==> src/rtl/mcm_driver.sv <==
// ============================================================================
// Module   : mcm_driver
// Brief    : Host-side initiator for the MCM core byte-serial interface.
//            Streams nine chain dimensions, awaits the cost strobe, compares.
// Revision : 1.0 - initial release
// ============================================================================
`default_nettype none

module mcm_driver #(
  parameter int NDIM    = 9,
  parameter int TIMEOUT = 1023,
  parameter int TW      = 10
) (
  input  logic               CLK,
  input  logic               RESET,
  input  logic               START,
  input  logic [8*NDIM-1:0]  DIMS,
  input  logic [26:0]        EXP,
  output logic               MCM_IN_VALID,
  output logic [7:0]         MCM_IN,
  input  logic               MCM_OUT_VALID,
  input  logic [26:0]        MCM_OUT,
  output logic               BUSY,
  output logic               DONE,
  output logic [26:0]        RESULT,
  output logic               PASS,
  output logic               TIMEOUT_ERR
);

  localparam int IW = $clog2(NDIM + 1);

  localparam logic [1:0] c_IDLE = 2'd0;
  localparam logic [1:0] c_SEND = 2'd1;
  localparam logic [1:0] c_WAIT = 2'd2;

  localparam logic [IW-1:0] c_LAST_IDX = IW'(NDIM - 1);
  localparam logic [TW-1:0] c_TMO_LAST = TW'(TIMEOUT - 1);

  logic [1:0]         state_q,    state_d;
  logic [8*NDIM-1:0]  shreg_q,    shreg_d;
  logic [26:0]        exp_q,      exp_d;
  logic [IW-1:0]      idx_q,      idx_d;
  logic [TW-1:0]      timer_q,    timer_d;
  logic               in_valid_q, in_valid_d;
  logic [7:0]         in_q,       in_d;
  logic               busy_q,     busy_d;
  logic               done_q,     done_d;
  logic [26:0]        result_q,   result_d;
  logic               pass_q,     pass_d;
  logic               tmo_q,      tmo_d;

  logic w_last_byte;
  logic w_timer_expired;

  assign w_last_byte     = (idx_q == c_LAST_IDX);
  assign w_timer_expired = (timer_q == c_TMO_LAST);

  // State and all output registers; reset takes effect without a clock edge.
  always_ff @(posedge CLK or negedge RESET) begin
    if (!RESET) begin
      state_q    <= c_IDLE;
      shreg_q    <= '0;
      exp_q      <= '0;
      idx_q      <= '0;
      timer_q    <= '0;
      in_valid_q <= 1'b0;
      in_q       <= '0;
      busy_q     <= 1'b0;
      done_q     <= 1'b0;
      result_q   <= '0;
      pass_q     <= 1'b0;
      tmo_q      <= 1'b0;
    end else begin
      state_q    <= state_d;
      shreg_q    <= shreg_d;
      exp_q      <= exp_d;
      idx_q      <= idx_d;
      timer_q    <= timer_d;
      in_valid_q <= in_valid_d;
      in_q       <= in_d;
      busy_q     <= busy_d;
      done_q     <= done_d;
      result_q   <= result_d;
      pass_q     <= pass_d;
      tmo_q      <= tmo_d;
    end
  end

  always_comb begin
    state_d = state_q;
    case (state_q)
      c_IDLE:  if (START) state_d = c_SEND;
      c_SEND:  if (w_last_byte) state_d = c_WAIT;
      c_WAIT:  if (MCM_OUT_VALID || w_timer_expired) state_d = c_IDLE;
      default: state_d = c_IDLE;
    endcase
  end

  always_comb begin
    shreg_d    = shreg_q;
    exp_d      = exp_q;
    idx_d      = idx_q;
    timer_d    = timer_q;
    in_valid_d = in_valid_q;
    in_d       = in_q;
    done_d     = 1'b0;
    result_d   = result_q;
    pass_d     = pass_q;
    tmo_d      = tmo_q;
    busy_d     = (state_d != c_IDLE);
    case (state_q)
      c_IDLE: begin
        if (START) begin
          // p0 goes out on the accepting edge; the rest wait in the shifter.
          shreg_d    = DIMS >> 8;
          exp_d      = EXP;
          idx_d      = '0;
          in_valid_d = 1'b1;
          in_d       = DIMS[7:0];
          tmo_d      = 1'b0;
          pass_d     = 1'b0;
        end
      end
      c_SEND: begin
        if (w_last_byte) begin
          in_valid_d = 1'b0;
          in_d       = '0;
          timer_d    = '0;
        end else begin
          idx_d   = idx_q + 1'b1;
          in_d    = shreg_q[7:0];
          shreg_d = shreg_q >> 8;
        end
      end
      c_WAIT: begin
        timer_d = timer_q + 1'b1;
        // A strobe arriving on the final timer cycle still counts as a result.
        if (MCM_OUT_VALID) begin
          result_d = MCM_OUT;
          pass_d   = (MCM_OUT == exp_q);
          done_d   = 1'b1;
        end else if (w_timer_expired) begin
          tmo_d = 1'b1;
        end
      end
      default: ;
    endcase
  end

  assign MCM_IN_VALID = in_valid_q;
  assign MCM_IN       = in_q;
  assign BUSY         = busy_q;
  assign DONE         = done_q;
  assign RESULT       = result_q;
  assign PASS         = pass_q;
  assign TIMEOUT_ERR  = tmo_q;

endmodule

`default_nettype wire

==> config.mk <==
export PLATFORM = sky130hd
export DESIGN_NAME = mcm_driver
export DESIGN_NICKNAME = d
export VERILOG_FILES = /design/src/rtl/mcm_driver.sv
export SDC_FILE = /design/constraint.sdc
export NUM_CORES = 1
export LEC_CHECK = 0
export ABC_AREA = 1
export CORE_ASPECT_RATIO = 1.75
export CORE_MARGIN = 1.5
export CORE_UTILIZATION = 51
export CTS_BUF_LIST = sky130_fd_sc_hd__clkbuf_8
export DETAILED_ROUTE_END_ITERATION = 10
export GPL_TIMING_DRIVEN = 0
export PLACE_DENSITY = 0.91
export SLEW_MARGIN = 30
export SYNTH_ARGS = -nofsm -noshare
export SYNTH_HDL_FRONTEND = slang
export SYNTH_SLANG_ARGS = --single-unit
==> constraint.sdc <==
create_clock -name CLK -period 1.9 [get_ports CLK]
set_clock_uncertainty 0.05 [all_clocks]
set_input_delay 0.19 -clock CLK [delete_from_list [all_inputs] [get_ports CLK]]
set_output_delay 0.19 -clock CLK [all_outputs]
set_load 0.005 [all_outputs]
==> impl_metrics.json <==
{
  "synth_flop_cell": "dfrtp_1",
  "utilization_pct": 69.38,
  "fill_cells": 1026,
  "antenna_cells": 0,
  "avgSynthCellArea_sq_um": 8.368,
  "ios": 170,
  "first_global_vias": 6590,
  "synthCells": 824,
  "finalCriticalPeriod_ps": 1827,
  "ant_nets": 0,
  "drt_iter0_drc": 358,
  "finalNetCount": 1151,
  "yosysMostFrequentCell": "nand2_1",
  "ir_worst_vdd_uv": 872.0,
  "ys_ff_latch": 147,
  "syn_nets": 958,
  "via_count": 6388,
  "via_per_inst": 5.306,
  "hold_viol": 0,
  "hold_path.class": "input port to asynchronous set/reset pin",
  "finalCritPeriodShare_pct": 96.16,
  "clkTransAtPathRegs_ps": 80,
  "drv_cap": 0,
  "synth-warning-count": 0,
  "path_class": "flop to flop",
  "clk_root_buffer_cell": "clkbuf_8",
  "yosys-top-cells-count": "nand2_1 (245), dfrtp_1 (147), inv_1 (108), o21ai_0 (61), o21ai_1 (52)",
  "hold_slack_ps": 200.4,
  "cts_tree": "yes",
  "leakagePower_nw": 4.416,
  "clk_latency_ps": 450,
  "clk_path_buf_depth": 2,
  "rsz0062_at_grt": "false",
  "die_w_um": 90.90,
  "critPathArrivalTime_ps": 2070,
  "grt-ovfl-total": 0,
  "grt_max_degree": 87,
  "critPathCaptureType": "flop",
  "portBuffers": 169,
  "seqCellArea_sq_um": 3679,
  "tightest_slew_ps": 557.6,
  "setup_violations": 0,
  "die_area_sq_um": 14250,
  "hpwl_um": 14700,
  "antenna_found_initial": 0,
  "layout-drive-gt1-share_pct": 9.029,
  "num_rows": 56,
  "drv_slew": 0,
  "max_freq_ghz": 0.5473,
  "cts_sinks": 147,
  "slew_headroom_pct": 62.83,
  "grt_pass1_wl_um": 31070,
  "start_util_pct": 51.80,
  "cp-start-kind": "flop",
  "status": "finished clean",
  "wl_um": 19250,
  "async_flop_share_pct": 100.0,
  "cts_inserted_buffers": 17,
  "synth_area_leaders": "dfrtp_1 (53%), nand2_1 (13%), inv_1 (5.9%)",
  "synth_cell_types": 30,
  "firstDrtPassIters": 5,
  "die_y_um": 156.8,
  "multi_input_area_sq_um": 2539,
  "yosysSeqAreaShare_pct": 53.35,
  "place_congestion": 0.8662,
  "cp_max_fo": 10,
  "synth_top_cell_area_share_pct": 53.35,
  "core_area_sq_um": 13310,
  "synth_area_sq_um": 6895,
  "grt_util_all_layers_pct": 28.11,
  "required_ps": 2140,
  "avgRoutedWirePerCell_um": 15.99,
  "area_growth_pct": 33.95,
  "synth_edf_count": 0,
  "synth_area_leader_cell": "dfrtp_1",
  "p_total_mw": 13.49,
  "h-tree-depth": 4,
  "r2r_cells": 5,
  "drc": 0,
  "p_per_area_nw_per_um2": 1461
}
path summary, 6_finish.rpt:
path,from,endpoint,slack (ps)
hold / removal,RESET,shreg_q[21],200
hold reg to reg,RESULT[9],RESULT[9],440
min in group CLK,EXP[14],exp_q[14],220
setup reg to reg,state_q[1],exp_q[24],70
setup / recovery,state_q[1],exp_q[24],70
max in group asynchronous,RESET,exp_q[0],820
kinds of logic after synthesis:
group           share of synthesized area (%)
simple gates                            18.15
compound gates                          16.68
buf+inv                                 9.835
flops                                   53.35
xor+xnor                                1.270
fa+ha+maj                              0.7259
through the flow:
step	area, sq um	setup WS, ps	cells	setup TNS, ps
2_1_floorplan	6895	421.8	824	0
3_3_place_gp	8805	-5246	1167	-771030
3_5_place_dp	8837	-169.0	1168	-1953
4_1_cts	9210	28.68	1201	0
5_1_grt	9236	0.6648	1204	0
6_report	9236	72.96	1204	0
metal layers:
metal  part of all wire (%)  track usage [%]  wire length [um]
met3                    4.5            4.422               862
met1                     36            29.46              6884
met4                    3.8            14.88               741
met5                      0                0                 0
met2                     56            53.20             10760
cells in the final DEF, fill, tap and decap left out, types with 3 or more instances in the layout:
| cell type | instances |
|---|---|
| xnor2_1 | 8 |
| buf_6 | 5 |
| clkbuf_2 | 3 |
| clkbuf_8 | 18 |
| clkinvlp_4 | 4 |
| nor3_1 | 3 |
| o211ai_2 | 6 |
| inv_2 | 8 |
| clkinv_2 | 5 |
| a21oi_2 | 4 |
| clkdlybuf4s50_1 | 168 |
| a21oi_1 | 16 |
| ha_1 | 4 |
| nor2_1 | 34 |
| clkbuf_1 | 13 |
| buf_8 | 3 |
| nand2_2 | 4 |
| o21ai_2 | 6 |
| buf_4 | 6 |
| o211ai_1 | 42 |
| o21ai_0 | 61 |
| nand2_1 | 245 |
| inv_1 | 109 |
| o21ai_1 | 52 |
| nand3_1 | 24 |
| buf_2 | 14 |
| dfrtp_1 | 147 |
critical path: stages (launching register included):
cell and delay (ps):
dfrtp_1 440, inv_2 80, nand3_2 220, inv_2 240, buf_1 450, o21ai_0 180
repair_timing:
action	in CTS	in global routing
endpoints found under the setup margin	0	16
hold buffers	1	0
gates resized for setup	0	7
setup buffers	0	3
hold endpoints to repair	61	0
final cells by class:
type,count,share of cell area (%)
clock inverter,14,1.246
multi-input combinational,520,27.49
tap,174,2.357
inverter,116,4.714
timing repair buffer,174,19.02
buffer,41,2.669
clock buffer,18,2.682
sequential,147,39.83
power by group:
group / internal, mW / switching (mW) / leakage [nW]
clock network: 1.06 / 1.21 / 0.182
registers: 4.41 / 0.565 / 1.85
logic: 2.63 / 3.62 / 2.38
total: 8.10 / 5.39 / 4.42
flip-flops by register name, indices dropped and copies added, names as in the netlist:
signal / count
idx_q: 4
shreg_q: 64
timer_q: 10
TIMEOUT_ERR: 1
MCM_IN_VALID: 1
BUSY: 1
RESULT: 27
PASS: 1
exp_q: 27
MCM_IN: 8
DONE: 1
state_q: 2
Power figures use the tool's default switching activity.
